## src/rtl/mul16_pkg.sv

```systemverilog
// Widths, latency and the result-record type shared by the multiplier issue scheduler.
// Carries no logic; imported by the interface, the scheduler and its result FIFO.
package mul16_pkg;

    localparam int OPERAND_W   = 16;
    localparam int PRODUCT_W   = 36;
    localparam int MUL_LATENCY = 3;

    // The multiplier presents its 32-bit product in out[32:1].
    localparam int CAP_LSB = 1;
    localparam int CAP_W   = 32;

    // Sized for the largest supported requester count (8).
    localparam int ID_MAX_W = 3;

    typedef struct packed {
        logic [ID_MAX_W-1:0]  id;
        logic [PRODUCT_W-1:0] data;
    } resp_t;

endpackage

```

## src/rtl/mul16_issue_scheduler_if.sv

```systemverilog
// Request and response handshake bundle of the multiplier issue scheduler.
// master = requesters/consumer side, slave = scheduler side.
interface mul16_issue_scheduler_if
    import mul16_pkg::*;
#(
    parameter int NUM_REQ = 4
) ();
    localparam int ID_W = $clog2(NUM_REQ);

    logic [NUM_REQ-1:0]           req_valid;
    logic [NUM_REQ-1:0]           req_ready;
    logic [NUM_REQ*OPERAND_W-1:0] req_a;
    logic [NUM_REQ*OPERAND_W-1:0] req_b;
    logic                         resp_valid;
    logic                         resp_ready;
    logic [ID_W-1:0]              resp_id;
    logic [PRODUCT_W-1:0]         resp_data;

    modport master (
        output req_valid, req_a, req_b, resp_ready,
        input  req_ready, resp_valid, resp_id, resp_data
    );

    modport slave (
        input  req_valid, req_a, req_b, resp_ready,
        output req_ready, resp_valid, resp_id, resp_data
    );

endinterface

```

## src/rtl/mul16_result_fifo.sv

```systemverilog
// Result FIFO with a registered head; a write into an empty FIFO is visible the next cycle.
// Latency 1 write-to-head; no write-side backpressure (caller guarantees space via credits).
module mul16_result_fifo
    import mul16_pkg::*;
#(
    parameter int DEPTH = 8
) (
    input  logic  clk,
    input  logic  reset,
    input  logic  wr_vld_i,
    input  resp_t wr_dat_i,
    input  logic  rd_rdy_i,
    output logic  rd_vld_o,
    output resp_t rd_dat_o,
    output logic  full_o,
    output logic  empty_o
);
    localparam int PTR_W = (DEPTH > 1) ? $clog2(DEPTH) : 1;
    localparam int CNT_W = $clog2(DEPTH + 1);

    resp_t            mem_q [DEPTH];
    logic [PTR_W-1:0] wr_ptr_q, rd_ptr_q;
    logic [CNT_W-1:0] mem_cnt_q, mem_cnt_d;
    logic [CNT_W-1:0] occ_q, occ_d;
    logic             out_vld_q;
    resp_t            out_dat_q;
    logic             pop, slot_free, from_mem, direct, mem_wr;

    function automatic logic [PTR_W-1:0] ptr_inc(input logic [PTR_W-1:0] p);
        return (p == PTR_W'(DEPTH - 1)) ? '0 : p + PTR_W'(1);
    endfunction

    assign pop       = out_vld_q && rd_rdy_i;
    assign slot_free = !out_vld_q || pop;
    assign from_mem  = slot_free && (mem_cnt_q != '0);
    // Head register loads the write directly only when nothing older is queued.
    assign direct    = slot_free && (mem_cnt_q == '0) && wr_vld_i;
    assign mem_wr    = wr_vld_i && !direct;

    always_comb begin
        mem_cnt_d = mem_cnt_q;
        if (mem_wr && !from_mem) begin
            mem_cnt_d = mem_cnt_q + CNT_W'(1);
        end else if (!mem_wr && from_mem) begin
            mem_cnt_d = mem_cnt_q - CNT_W'(1);
        end
        occ_d = occ_q;
        if (wr_vld_i && !pop) begin
            occ_d = occ_q + CNT_W'(1);
        end else if (!wr_vld_i && pop) begin
            occ_d = occ_q - CNT_W'(1);
        end
    end

    always_ff @(posedge clk) begin
        if (mem_wr) begin
            mem_q[wr_ptr_q] <= wr_dat_i;
        end
    end

    always_ff @(posedge clk) begin
        if (reset) begin
            wr_ptr_q  <= '0;
            rd_ptr_q  <= '0;
            mem_cnt_q <= '0;
            occ_q     <= '0;
            out_vld_q <= 1'b0;
            out_dat_q <= '0;
        end else begin
            mem_cnt_q <= mem_cnt_d;
            occ_q     <= occ_d;
            if (mem_wr) begin
                wr_ptr_q <= ptr_inc(wr_ptr_q);
            end
            if (from_mem) begin
                out_dat_q <= mem_q[rd_ptr_q];
                rd_ptr_q  <= ptr_inc(rd_ptr_q);
            end else if (direct) begin
                out_dat_q <= wr_dat_i;
            end
            if (slot_free) begin
                out_vld_q <= from_mem || direct;
            end
        end
    end

    assign rd_vld_o = out_vld_q;
    assign rd_dat_o = out_dat_q;
    assign full_o   = (occ_q == CNT_W'(DEPTH));
    assign empty_o  = (occ_q == '0);

endmodule

```

## src/rtl/mul16_issue_scheduler.sv

```systemverilog
// Round-robin sharing of one pipelined multiplier; products return in issue order via a result FIFO.
// Issue-to-resp_valid 4 cycles; req_ready drops when FIFO_DEPTH products are unpopped (credit backpressure).
module mul16_issue_scheduler
    import mul16_pkg::*;
#(
    parameter int NUM_REQ    = 4,
    parameter int LATENCY    = MUL_LATENCY,
    parameter int FIFO_DEPTH = 8
) (
    input  logic                   clk,
    input  logic                   reset,
    mul16_issue_scheduler_if.slave bus,
    output logic [OPERAND_W-1:0]   mul_a_o,
    output logic [OPERAND_W-1:0]   mul_b_o,
    input  logic [PRODUCT_W-1:0]   mul_p_i,
    output logic                   busy_o,
    output logic                   ovf_err_o
);
    localparam int ID_W  = $clog2(NUM_REQ);
    localparam int CNT_W = $clog2(FIFO_DEPTH + 1);

    logic [CNT_W-1:0]   cnt_q, cnt_d;
    logic [ID_W-1:0]    last_q, last_d;
    logic [LATENCY-1:0] tag_vld_q;
    logic [ID_W-1:0]    tag_id_q [LATENCY];
    logic               ovf_q, ovf_d;

    logic               issue_ok, gnt_vld, pop, cap_vld;
    logic [ID_W-1:0]    gnt_idx, cand_id;
    int                 cand;
    resp_t              wr_dat, fifo_dat;
    logic               fifo_vld, fifo_full, fifo_empty;
    logic               unused_bits;

    assign issue_ok = (cnt_q < CNT_W'(FIFO_DEPTH)) && !reset;

    // Search starts one past the last winner and wraps.
    always_comb begin
        gnt_vld = 1'b0;
        gnt_idx = '0;
        cand    = 0;
        cand_id = '0;
        for (int k = 1; k <= NUM_REQ; k++) begin
            cand = int'(last_q) + k;
            if (cand >= NUM_REQ) begin
                cand = cand - NUM_REQ;
            end
            cand_id = ID_W'(cand);
            if (issue_ok && !gnt_vld && bus.req_valid[cand_id]) begin
                gnt_vld = 1'b1;
                gnt_idx = cand_id;
            end
        end
    end

    assign bus.req_ready = gnt_vld ? (NUM_REQ'(1) << gnt_idx) : '0;
    assign mul_a_o = gnt_vld ? bus.req_a[int'(gnt_idx)*OPERAND_W +: OPERAND_W] : '0;
    assign mul_b_o = gnt_vld ? bus.req_b[int'(gnt_idx)*OPERAND_W +: OPERAND_W] : '0;

    assign pop    = fifo_vld && bus.resp_ready;
    assign last_d = gnt_vld ? gnt_idx : last_q;

    always_comb begin
        cnt_d = cnt_q;
        if (gnt_vld && !pop) begin
            cnt_d = cnt_q + CNT_W'(1);
        end else if (!gnt_vld && pop) begin
            cnt_d = cnt_q - CNT_W'(1);
        end
    end

    assign cap_vld = tag_vld_q[LATENCY-1];
    assign wr_dat  = '{id:   ID_MAX_W'(tag_id_q[LATENCY-1]),
                       data: {{(PRODUCT_W-CAP_W){1'b0}}, mul_p_i[CAP_LSB +: CAP_W]}};
    assign ovf_d   = ovf_q || (cap_vld && (mul_p_i[PRODUCT_W-1:CAP_LSB+CAP_W] != '0));

    always_ff @(posedge clk) begin
        if (reset) begin
            cnt_q     <= '0;
            last_q    <= ID_W'(NUM_REQ - 1);
            tag_vld_q <= '0;
            ovf_q     <= 1'b0;
            for (int k = 0; k < LATENCY; k++) begin
                tag_id_q[k] <= '0;
            end
        end else begin
            cnt_q        <= cnt_d;
            last_q       <= last_d;
            ovf_q        <= ovf_d;
            tag_vld_q[0] <= gnt_vld;
            tag_id_q[0]  <= gnt_idx;
            for (int k = 1; k < LATENCY; k++) begin
                tag_vld_q[k] <= tag_vld_q[k-1];
                tag_id_q[k]  <= tag_id_q[k-1];
            end
        end
    end

    // Credits make this unreachable; firing means the counter and FIFO disagree.
    always @(posedge clk) begin
        if (!reset) begin
            assert (!(cap_vld && fifo_full));
        end
    end

    mul16_result_fifo #(
        .DEPTH (FIFO_DEPTH)
    ) u_result_fifo (
        .clk      (clk),
        .reset    (reset),
        .wr_vld_i (cap_vld),
        .wr_dat_i (wr_dat),
        .rd_rdy_i (bus.resp_ready),
        .rd_vld_o (fifo_vld),
        .rd_dat_o (fifo_dat),
        .full_o   (fifo_full),
        .empty_o  (fifo_empty)
    );

    assign bus.resp_valid = fifo_vld;
    assign bus.resp_id    = fifo_dat.id[ID_W-1:0];
    assign bus.resp_data  = fifo_dat.data;
    assign busy_o         = (cnt_q != '0) || (tag_vld_q != '0) || !fifo_empty;
    assign ovf_err_o      = ovf_q;
    assign unused_bits    = ^{mul_p_i[0], fifo_dat.id};

endmodule

```

## src/flat_wrapper.sv

```systemverilog
// flat-port wrapper written by rule: the top's interface ports become plain ports
module mul16_issue_scheduler_flat import mul16_pkg::*;
#(
    parameter int NUM_REQ    = 4,
    parameter int LATENCY    = MUL_LATENCY,
    parameter int FIFO_DEPTH = 8
)
  (clk, reset, mul_a_o, mul_b_o, mul_p_i, busy_o, ovf_err_o, bus_req_valid, bus_req_a, bus_req_b, bus_resp_ready, bus_req_ready, bus_resp_valid, bus_resp_id, bus_resp_data);
  mul16_issue_scheduler_if #(.NUM_REQ(NUM_REQ)) bus_i ();
  input  logic clk;
  input  logic reset;
  output logic [OPERAND_W-1:0] mul_a_o;
  output logic [OPERAND_W-1:0] mul_b_o;
  input  logic [PRODUCT_W-1:0] mul_p_i;
  output logic busy_o;
  output logic ovf_err_o;
  input wire logic [$bits(bus_i.req_valid)-1:0] bus_req_valid;
  input wire logic [$bits(bus_i.req_a)-1:0] bus_req_a;
  input wire logic [$bits(bus_i.req_b)-1:0] bus_req_b;
  input wire logic [$bits(bus_i.resp_ready)-1:0] bus_resp_ready;
  output wire logic [$bits(bus_i.req_ready)-1:0] bus_req_ready;
  output wire logic [$bits(bus_i.resp_valid)-1:0] bus_resp_valid;
  output wire logic [$bits(bus_i.resp_id)-1:0] bus_resp_id;
  output wire logic [$bits(bus_i.resp_data)-1:0] bus_resp_data;
  assign bus_i.req_valid = bus_req_valid;
  assign bus_i.req_a = bus_req_a;
  assign bus_i.req_b = bus_req_b;
  assign bus_i.resp_ready = bus_resp_ready;
  assign bus_req_ready = bus_i.req_ready;
  assign bus_resp_valid = bus_i.resp_valid;
  assign bus_resp_id = bus_i.resp_id;
  assign bus_resp_data = bus_i.resp_data;
  mul16_issue_scheduler #(.NUM_REQ(NUM_REQ), .LATENCY(LATENCY), .FIFO_DEPTH(FIFO_DEPTH)) u_core (.clk(clk), .reset(reset), .bus(bus_i), .mul_a_o(mul_a_o), .mul_b_o(mul_b_o), .mul_p_i(mul_p_i), .busy_o(busy_o), .ovf_err_o(ovf_err_o));
endmodule
```

## config.mk

```make
export PLATFORM = sky130hd
export DESIGN_NAME = mul16_issue_scheduler_flat
export DESIGN_NICKNAME = d
export VERILOG_FILES = /design/src/rtl/mul16_pkg.sv /design/src/rtl/mul16_issue_scheduler_if.sv /design/src/rtl/mul16_result_fifo.sv /design/src/rtl/mul16_issue_scheduler.sv /design/src/flat_wrapper.sv
export SDC_FILE = /design/constraint.sdc
export NUM_CORES = 1
export LEC_CHECK = 0
export BUFFER_PORTS_ARGS = -buffer_cell sky130_fd_sc_hd__buf_2
export CAP_MARGIN = 20
export CORE_MARGIN = 2
export CORE_UTILIZATION = 60
export CTS_CLUSTER_SIZE = 40
export DETAILED_ROUTE_END_ITERATION = 12
export PLACE_DENSITY = 0.89
export SLEW_MARGIN = 20
export SYNTH_ARGS = -nofsm -noshare
export SYNTH_HDL_FRONTEND = slang
export SYNTH_SLANG_ARGS = --single-unit
```

## constraint.sdc

```tcl
create_clock -name clk -period 16.5 [get_ports clk]
set_input_delay 3.3 -clock clk [delete_from_list [all_inputs] [get_ports clk]]
set_output_delay 3.3 -clock clk [all_outputs]
set_load 0.1 [all_outputs]
```

==> impl_metrics.env, run 1 <==
export IMPL_post_cts_buffers=0
export IMPL_num_vias=8846
export IMPL_viasPerCell=6.07
export IMPL_coreArea_um2=23300
export IMPL_gr_usage_all_layers_pct=28.2
export IMPL_start_kind="input port"
export IMPL_async_flop_share_pct=0
export IMPL_antenna_found_initial=3
export IMPL_dr_pass1_iters=5
export IMPL_synth_edf_count=272
export IMPL_relSlewSlack_pct=31.8
export IMPL_clk_pin_slew_worst_paths_ns=0.06
export IMPL_crit_chain="buf_2 -> buf_4 -> nor2_1 -> o31ai_4 -> buf_4 -> inv_4 -> mux2i_1 -> o22ai_1 -> buf_2"
export IMPL_dpl_hpwl_um=21300
export IMPL_overflow=0
export IMPL_wl_per_cell_um=24.1
export IMPL_grt_max_degree=71
export IMPL_slowest_stage="nor2_1"
export IMPL_synth_cell_types=42
export IMPL_worstMarginPinSlew_ns=1.02
export IMPL_cts_max_level=2
export IMPL_routed_top_layer="met4"
export IMPL_final_max_slew_violation_count=0
export IMPL_die_y_um=158
export IMPL_routabilityCongestion=0.868
export IMPL_die_area_um2=24900
export IMPL_grt_first_pass_wirelength_um=51100
export IMPL_finalHoldViolCount=0
export IMPL_numCtsBuffers=34
export IMPL_syn_area_um2=14200
export IMPL_crit_fanout=55
export IMPL_min_path_type="reg2reg"
export IMPL_cp_end_kind="output port"
export IMPL_path_class="in2out"
export IMPL_run_status="finished, final reports clean"
export IMPL_drc=0
export IMPL_clk_path_buf_depth=3
export IMPL_whs_ns=0.433
export IMPL_io_pins=248
export IMPL_fin_tns_setup_ns=0
export IMPL_port_buffers=242
export IMPL_cts_sinks=340
export IMPL_drt_met1_wl_um=11900
export IMPL_cts_resized=0
export IMPL_yosys_warnings=0
export IMPL_most_common_layout_cells="edfxtp_1 (272), buf_2 (242), mux2i_1 (90)"
export IMPL_std_cell_rows=56
export IMPL_nNetsFinal=1297
export IMPL_ys_seq_area_share_pct=67.1
export IMPL_p_leak_nw=5.99
export IMPL_critPathMaxStageDelay_ns=0.75
export IMPL_initial_utilization_pct=60.9
export IMPL_synth_area_per_cell_um2=16.4
export IMPL_clock_latency_ns=0.51
export IMPL_period_needed_ns=9.98
export IMPL_syn_inst=867
export IMPL_grt_pass1_vias=8836
export IMPL_route_met2_wl_um=19000
export IMPL_setup_viol=0
export IMPL_syn_to_final_growth_pct=18.0
export IMPL_cts_tree="yes"
export IMPL_synth_ff_type="edfxtp_1"
export IMPL_ant_nets=0
export IMPL_power_density_nw_per_um2=179
export IMPL_finClkSkew_ns=0.0156
export IMPL_ir_drop_mv=0.162
export IMPL_layout_drive_gt1_share_pct=34.9
export IMPL_maxCapViolCount=0
export IMPL_worstPathArrival_ns=6.68
export IMPL_postCtsHoldBufs=0
export IMPL_final_common_cell="edfxtp_1"
export IMPL_drtIter0Drc=608
export IMPL_critPathRequiredTime_ns=13.20
export IMPL_die_x_um=158
export IMPL_period_share_pct=60.5
export IMPL_totalWireLength_um=35200
export IMPL_cts_root_buf="clkbuf_16"
export IMPL_ys_seq_elements=340
export IMPL_dr_wl_met3_um=2580
export IMPL_max_freq_mhz=100
export IMPL_grt_setup_unrepaired="no"
==> routing by layer <==
layer	GRT usage (%)	vias to the layer above
met5	0	-
met4	14.2	0
met3	4.43	87
met2	51.7	484
met1	32.1	4357
li1	-	3918
==> cells in the mapped netlist (all sizes together), types with 20 or more instances <==
master,count,area [um^2]
o2bb2ai,34,298
mux4,68,1530
o21ai,38,194
buf,34,223
o22ai,20,125
edfxtp,272,8170
nor2,33,126
clkbuf,24,90.1
mux2i,90,901
dfxtp,68,1360
a21oi,20,100
nand2,48,180
==> logic make-up after synthesis <==
family / Yosys count / synth area share (%)
AOI/OAI and AO/OA: 142 / 6.86
xor gates and xnor gates: 9 / 0.555
adders and majority gates: 15 / 1.48
buffers and inverters: 66 / 2.43
DFF: 340 / 67.1
muxes: 158 / 17.1
other: 1 / 0.0264
and+or+nand+nor: 136 / 4.47
==> worst max-delay path, delay by kind of cell <==
| family | cells | cell delay (ns) |
|---|---|---|
| AOI/OAI and AO/OA | 2 | 0.68 |
| buffers and inverters | 5 | 1.73 |
| muxes | 1 | 0.18 |
| and+or+nand+nor | 1 | 0.75 |
==> sequential cells by signal, indices dropped and copies added, names as in the netlist, named ones only <==
| name | count |
|---|---|
| u_core.ovf_err_o | 1 |
| u_core.tag_id_q | 6 |
| u_core.u_result_fifo.mem_cnt_q | 4 |
| u_core.last_q | 2 |
| u_core.cnt_q | 4 |
| u_core.u_result_fifo.wr_ptr_q | 3 |
| u_core.u_result_fifo.mem_q | 272 |
| u_core.u_result_fifo.rd_dat_o | 34 |
| u_core.u_result_fifo.occ_q | 4 |
| u_core.u_result_fifo.rd_ptr_q | 3 |
| u_core.u_result_fifo.rd_vld_o | 1 |
| u_core.tag_vld_q | 3 |
==> path summary, 6_finish.rpt <==
path	slack, ns	to	cells past startpoint	from
min reg2reg	0.43	u_core.tag_id_q[0][2]$_SDFF_PP0_	1	u_core.tag_id_q[0][0]$_SDFF_PP0_
max reg2reg	13.01	u_core.cnt_q[3]$_SDFFE_PP0P_	11	u_core.cnt_q[3]$_SDFFE_PP0P_
max	6.52	mul_a_o[12]	9	reset
min	0.43	u_core.tag_id_q[0][2]$_SDFF_PP0_	1	u_core.tag_id_q[0][0]$_SDFF_PP0_
==> metrics by stage <==
step           area (um^2)  util (%)  setup slack [ns]  total power, W  instances
2_1_floorplan        14200         -              6.48         0.00206        870
3_3_place_gp         15700      67.5              6.53         0.00226       1394
3_5_place_dp         15700      67.5              6.50         0.00229       1394
4_1_cts              16800      71.8              6.51         0.00301       1455
5_1_grt              16800      71.9              6.36         0.00311       1457
6_report             16800      71.9              6.52         0.00300       1457
==> report_power, final <==
group	internal, W	switching [W]	leakage, nW	total [W]
combinational	0.000329	0.000877	2.48	0.00121
clock	0.000406	0.000307	0.505	0.000713
sequential	0.00100	0.0000783	3.01	0.00108
==> layout make-up <==
cell class | instances | area (um^2)
Antenna cell | 2 | 5.00
Sequential cell | 340 | 9540
Fill cell | 1413 | 6560
Clock buffer | 49 | 958
Tap cell | 319 | 399
Timing Repair Buffer | 263 | 1370
Multi-Input combinational cell | 464 | 4400
Inverter | 8 | 32.5
Clock inverter | 12 | 66.3
Power figures use the tool's default switching activity.
==> run 2, diff against run 1 <==
--- a/config.mk
+++ b/config.mk
@@ -8,10 +8,10 @@
 export BUFFER_PORTS_ARGS = -buffer_cell sky130_fd_sc_hd__buf_2
 export CAP_MARGIN = 20
 export CORE_MARGIN = 2
-export CORE_UTILIZATION = 60
+export CORE_UTILIZATION = 56
 export CTS_CLUSTER_SIZE = 40
 export DETAILED_ROUTE_END_ITERATION = 12
-export PLACE_DENSITY = 0.89
+export PLACE_DENSITY = 0.84
 export SLEW_MARGIN = 20
 export SYNTH_ARGS = -nofsm -noshare
 export SYNTH_HDL_FRONTEND = slang
==> constraint.sdc (replaced) <==
create_clock -name clk -period 9.2 [get_ports clk]
set_input_delay 1.84 -clock clk [delete_from_list [all_inputs] [get_ports clk]]
set_output_delay 1.84 -clock clk [all_outputs]
set_load 0.1 [all_outputs]
==> run 2 against run 1 <==
Die area increased by 7.0%. Utilization shrank 4.5 points. Non-clock buffer count fell by 6. Power is 82% higher. Worst hold slack better by 0.0092 ns. Via count decreased by 1.4%. Count of clock-buffer cells in the layout is 4 lower. Register-to-register slack got worse by 7.2 ns. Sequential power rose by 79%. Worst setup slack worse by 4.3 ns. Largest cell class unchanged.
==> impl_metrics.env, run 2 (synthesized netlist as in run 1, its figures left out) <==
export IMPL_period_share_pct=75.9
export IMPL_grt_first_pass_wirelength_um=49600
export IMPL_ant_nets=0
export IMPL_p_leak_nw=6.01
export IMPL_timing_rr_start="u_core.cnt_q[3]$_SDFFE_PP0P_"
export IMPL_largest_reg_flops=272
export IMPL_period_needed_ns=6.99
export IMPL_die_y_um=163
export IMPL_die_area_um2=26700
export IMPL_wl_per_cell_um=22.1
export IMPL_min_path_type="reg2reg"
export IMPL_dr_pass1_iters=5
export IMPL_path_class="in2out"
export IMPL_fin_tns_setup_ns=0
export IMPL_grt_max_degree=71
export IMPL_max_freq_mhz=143
export IMPL_numCtsBuffers=35
export IMPL_relSlewSlack_pct=27.5
export IMPL_n_antenna_cell=0
export IMPL_nNetsFinal=1292
export IMPL_most_common_layout_cells="edfxtp_1 (272), buf_2 (242), mux2i_1 (90)"
export IMPL_power_density_nw_per_um2=324
export IMPL_setup_viol=0
export IMPL_worstPathArrival_ns=5.15
export IMPL_rrSetupSlack_ns=5.77
export IMPL_cts_root_buf="clkbuf_16"
export IMPL_gr_usage_all_layers_pct=24.6
export IMPL_syn_to_final_growth_pct=18.7
export IMPL_num_vias=8718
export IMPL_final_common_cell="edfxtp_1"
export IMPL_regMostFlops="u_core.u_result_fifo.mem_q"
export IMPL_dpl_hpwl_um=19200
export IMPL_coreArea_um2=25000
export IMPL_maxCapViolCount=0
export IMPL_regArea_um2=9540
export IMPL_multi_input_area_um2=4430
export IMPL_finClkSkew_ns=0.0254
export IMPL_worstHoldPathCells=1
export IMPL_fill_cells=1644
export IMPL_cts_sinks=340
export IMPL_rr_endpoint="u_core.cnt_q[3]$_SDFFE_PP0P_"
export IMPL_crit_fanout=55
export IMPL_ir_drop_mv=0.247
export IMPL_routabilityCongestion=0.951
export IMPL_std_cell_rows=58
export IMPL_worstMarginPinSlew_ns=1.08
export IMPL_clk_path_buf_depth=3
export IMPL_cp_end_kind="output port"
export IMPL_start_kind="input port"
export IMPL_hp_start="u_core.tag_id_q[0][0]$_SDFF_PP0_"
export IMPL_critPathRequiredTime_ns=7.36
export IMPL_antenna_found_initial=0
export IMPL_min_to="u_core.tag_id_q[0][2]$_SDFF_PP0_"
export IMPL_overflow=0
export IMPL_finalHoldViolCount=0
export IMPL_grt_setup_unrepaired="no"
export IMPL_die_x_um=163
export IMPL_whs_ns=0.442
export IMPL_final_max_slew_violation_count=0
export IMPL_layout_drive_gt1_share_pct=34.8
export IMPL_cts_resized=0
export IMPL_drc=0
export IMPL_post_cts_buffers=0
export IMPL_viasPerCell=5.96
export IMPL_port_buffers=242
export IMPL_cts_max_level=2
export IMPL_totalWireLength_um=32300
export IMPL_initial_utilization_pct=56.8
export IMPL_grt_pass1_vias=8876
export IMPL_cts_tree="yes"
export IMPL_r2r_cells=11
export IMPL_postCtsHoldBufs=0
export IMPL_io_pins=248
export IMPL_run_status="finished, final reports clean"
export IMPL_drtIter0Drc=710
export IMPL_clk_pin_slew_worst_paths_ns=0.06
export IMPL_clock_latency_ns=0.52
-- run 2: area by class of cell --
type | instances | share of cell area [%]
sequential | 340 | 56.5
multi-input combinational | 464 | 26.2
timing repair buffer | 257 | 7.85
clock buffer | 45 | 5.60
tap | 330 | 2.45
clock inverter | 19 | 1.14
inverter | 8 | 0.193
-- run 2: worst max path at each step --
stage                startpoint  cells past startpoint    endpoint  slack (ns)
4_1_cts                   reset                      7  mul_b_o[3]        2.27
3_5_place_dp              reset                      7  mul_b_o[3]        2.27
2_1_floorplan  bus_req_valid[3]                      7  mul_a_o[0]        2.10
3_3_place_gp              reset                      7  mul_b_o[3]        2.35
5_1_grt                   reset                      7  mul_a_o[4]        1.99
6_report                  reset                      7  mul_a_o[4]        2.21
-- run 2: critical path, stage by stage --
cell and delay (ns):
buf_2 0.29, nor2_1 0.82, o31ai_4 0.38, inv_4 0.73, mux2i_1 0.26, a211oi_1 0.31
buf_2 0.48
-- run 2: layer usage --
metal | vias to the layer above | track usage, % | part of all wire, % | wire, um
met4 | 0 | 9.21 | 3.1 | 999
met3 | 70 | 4.67 | 6.7 | 2150
met5 | - | 0 | 0 | 0
met1 | 4310 | 30.6 | 38 | 12200
li1 | 3914 | - | - | -
met2 | 424 | 43.1 | 52 | 16900
-- run 2: stage by stage --
stage / setup slack [ns] / area [um^2] / std cells / util (%) / power (W)
floorplan: 2.10 / 14200 / 870 / - / 0.00370
global placement: 2.35 / 15700 / 1399 / 62.8 / 0.00404
detailed placement: 2.27 / 15700 / 1399 / 62.8 / 0.00408
CTS: 2.27 / 16900 / 1463 / 67.4 / 0.00549
global route: 1.99 / 16900 / 1463 / 67.4 / 0.00569
finish: 2.21 / 16900 / 1463 / 67.4 / 0.00546
-- run 2: power breakdown --
group	total, W	internal [W]	switching [W]
logic	0.00214	0.000585	0.00155
registers	0.00193	0.00180	0.000130
clock network	0.00140	0.000818	0.000577
total	0.00546	0.00320	0.00226
==> run 3, diff against run 2 <==
--- a/config.mk
+++ b/config.mk
@@ -8,10 +8,10 @@
 export BUFFER_PORTS_ARGS = -buffer_cell sky130_fd_sc_hd__buf_2
 export CAP_MARGIN = 20
 export CORE_MARGIN = 2
-export CORE_UTILIZATION = 56
+export CORE_UTILIZATION = 51
 export CTS_CLUSTER_SIZE = 40
 export DETAILED_ROUTE_END_ITERATION = 12
-export PLACE_DENSITY = 0.84
+export PLACE_DENSITY = 0.81
 export SLEW_MARGIN = 20
 export SYNTH_ARGS = -nofsm -noshare
 export SYNTH_HDL_FRONTEND = slang
==> constraint.sdc (replaced) <==
create_clock -name clk -period 5.85 [get_ports clk]
set_input_delay 1.17 -clock clk [delete_from_list [all_inputs] [get_ports clk]]
set_output_delay 1.17 -clock clk [all_outputs]
set_load 0.1 [all_outputs]
==> run 3 against run 2 <==
Global-route usage down 3.0 points. Flip-flop and latch count unchanged. Power up 55%. Die area up 9.6%. Utilization down 6.2 points. Final area up 0.23%. Via count down 0.54%. Highest routed layer unchanged.
==> impl_metrics.env, run 3 (synthesized netlist as in run 1, its figures left out) <==
export IMPL_die_area_um2=29200
export IMPL_regMostFlops="u_core.u_result_fifo.mem_q"
export IMPL_ant_nets=0
export IMPL_crit_family="buffers and inverters"
export IMPL_cp_end_kind="output port"
export IMPL_run_status="finished, final reports clean"
export IMPL_totalWireLength_um=31400
export IMPL_layout_drive_gt1_share_pct=34.5
export IMPL_critPathRequiredTime_ns=4.68
export IMPL_slowest_stage="inv_4"
export IMPL_num_vias=8671
export IMPL_dr_pass1_iters=5
export IMPL_ir_drop_mv=0.580
export IMPL_crit_top_cell="buf_2"
export IMPL_crit_chain="buf_2 -> nand2b_1 -> a21oi_1 -> o31ai_4 -> buf_4 -> inv_4 -> mux2i_1 -> a211oi_1 -> buf_2"
export IMPL_numCtsBuffers=35
export IMPL_cts_root_buf="clkbuf_16"
export IMPL_drc=0
export IMPL_max_freq_mhz=203
export IMPL_postCtsHoldBufs=0
export IMPL_finalHoldViolCount=0
export IMPL_clock_latency_ns=0.50
export IMPL_io_pins=248
export IMPL_wl_per_cell_um=20.7
export IMPL_critPathMaxStageDelay_ns=0.59
export IMPL_cts_max_level=2
export IMPL_power_density_nw_per_um2=501
export IMPL_syn_to_final_growth_pct=19.0
export IMPL_cts_resized=0
export IMPL_viasPerCell=5.72
export IMPL_drtIter0Drc=550
export IMPL_initial_utilization_pct=51.4
export IMPL_post_cts_buffers=0
export IMPL_overflow=0
export IMPL_relSlewSlack_pct=40.3
export IMPL_cts_tree="yes"
export IMPL_grt_max_degree=71
export IMPL_regArea_um2=9540
export IMPL_most_common_layout_cells="edfxtp_1 (272), buf_2 (242), mux2i_1 (90)"
export IMPL_fin_tns_setup_ns=0
export IMPL_largest_reg_flops=272
export IMPL_std_cell_rows=61
export IMPL_die_x_um=171
export IMPL_fill_cells=2034
export IMPL_worstPathArrival_ns=3.76
export IMPL_period_share_pct=84.2
export IMPL_p_total_w=0.00846
export IMPL_path_class="in2out"
export IMPL_multi_input_area_um2=4400
export IMPL_min_path_type="reg2reg"
export IMPL_grt_setup_unrepaired="no"
export IMPL_start_kind="input port"
export IMPL_port_buffers=242
export IMPL_final_common_cell="edfxtp_1"
export IMPL_final_max_slew_violation_count=0
export IMPL_period_needed_ns=4.93
export IMPL_worst_path_buf_inv=4
export IMPL_setup_viol=0
export IMPL_clk_path_buf_depth=3
export IMPL_finish_utilization_pct=61.2
export IMPL_grt_first_pass_wirelength_um=47600
export IMPL_routabilityCongestion=0.834
export IMPL_worstMarginPinSlew_ns=0.895
export IMPL_nNetsFinal=1299
export IMPL_whs_ns=0.440
export IMPL_die_y_um=171
export IMPL_crit_fanout=55
export IMPL_gr_usage_all_layers_pct=21.7
export IMPL_maxCapViolCount=0
export IMPL_dpl_hpwl_um=19600
export IMPL_p_leak_nw=6.02
export IMPL_coreArea_um2=27600
export IMPL_cts_sinks=340
export IMPL_clk_pin_slew_worst_paths_ns=0.06
export IMPL_finClkSkew_ns=0.00771
export IMPL_antenna_found_initial=1
export IMPL_grt_pass1_vias=8691
==> run 3: worst paths after layout <==
kind | from | to | slack [ns] | depth (start not counted)
worst min-delay path | u_core.tag_id_q[0][3]$_SDFF_PP0_ | u_core.tag_id_q[0][5]$_SDFF_PP0_ | 0.44 | 1
worst min register to register | u_core.tag_id_q[0][3]$_SDFF_PP0_ | u_core.tag_id_q[0][5]$_SDFF_PP0_ | 0.44 | 1
worst max-delay path | bus_req_valid[2] | mul_a_o[4] | 0.92 | 9
worst max register to register | u_core.u_result_fifo.rd_vld_o$_SDFFE_PP0P_ | u_core.u_result_fifo.mem_q[5][5]$_DFFE_PP_ | 2.86 | 6
==> run 3: per-layer routing <==
layer	part of all wire [%]	global-route usage (%)	routed length, um	up-vias
met5	0	0	0	-
met4	3.2	8.25	1000	0
met3	5.7	2.87	1780	67
met2	53	40.0	16800	364
met1	38	25.7	11900	4312
li1	-	-	-	3928
==> run 3: worst reg2reg max path: stages, from the launching register on <==
cell and delay (ns):
dfxtp_1 0.35, nor2b_1 0.52, o21ai_2 0.29, inv_1 0.17, nand2_1 0.22, nor2_4 0.75
buf_4 0.39
==> run 3: area by class of cell <==
| cell class | instances | share of cell area [%] |
|---|---|---|
| Sequential cell | 340 | 56.4 |
| Clock inverter | 12 | 0.592 |
| Antenna cell | 1 | 0.0148 |
| Inverter | 8 | 0.192 |
| Tap cell | 378 | 2.80 |
| Multi-Input combinational cell | 464 | 26.0 |
| Clock buffer | 50 | 5.82 |
| Timing Repair Buffer | 264 | 8.14 |
==> run 3: through the flow <==
step	setup slack, ns	instances	cell area (um^2)
after floorplan	0.0905	870	14200
after global placement	0.937	1454	15800
after detailed placement	0.923	1454	15800
after CTS	0.908	1516	16900
after global routing	0.758	1517	16900
final	0.921	1517	16900
==> run 3: where the power goes <==
| part | total (W) | switching, W | internal (W) | leakage (nW) |
|---|---|---|---|---|
| logic | 0.00332 | 0.00240 | 0.000927 | 2.48 |
| clock network | 0.00209 | 0.000839 | 0.00125 | 0.526 |
| registers | 0.00305 | 0.000224 | 0.00282 | 3.01 |
| total | 0.00846 | 0.00346 | 0.00501 | 6.02 |
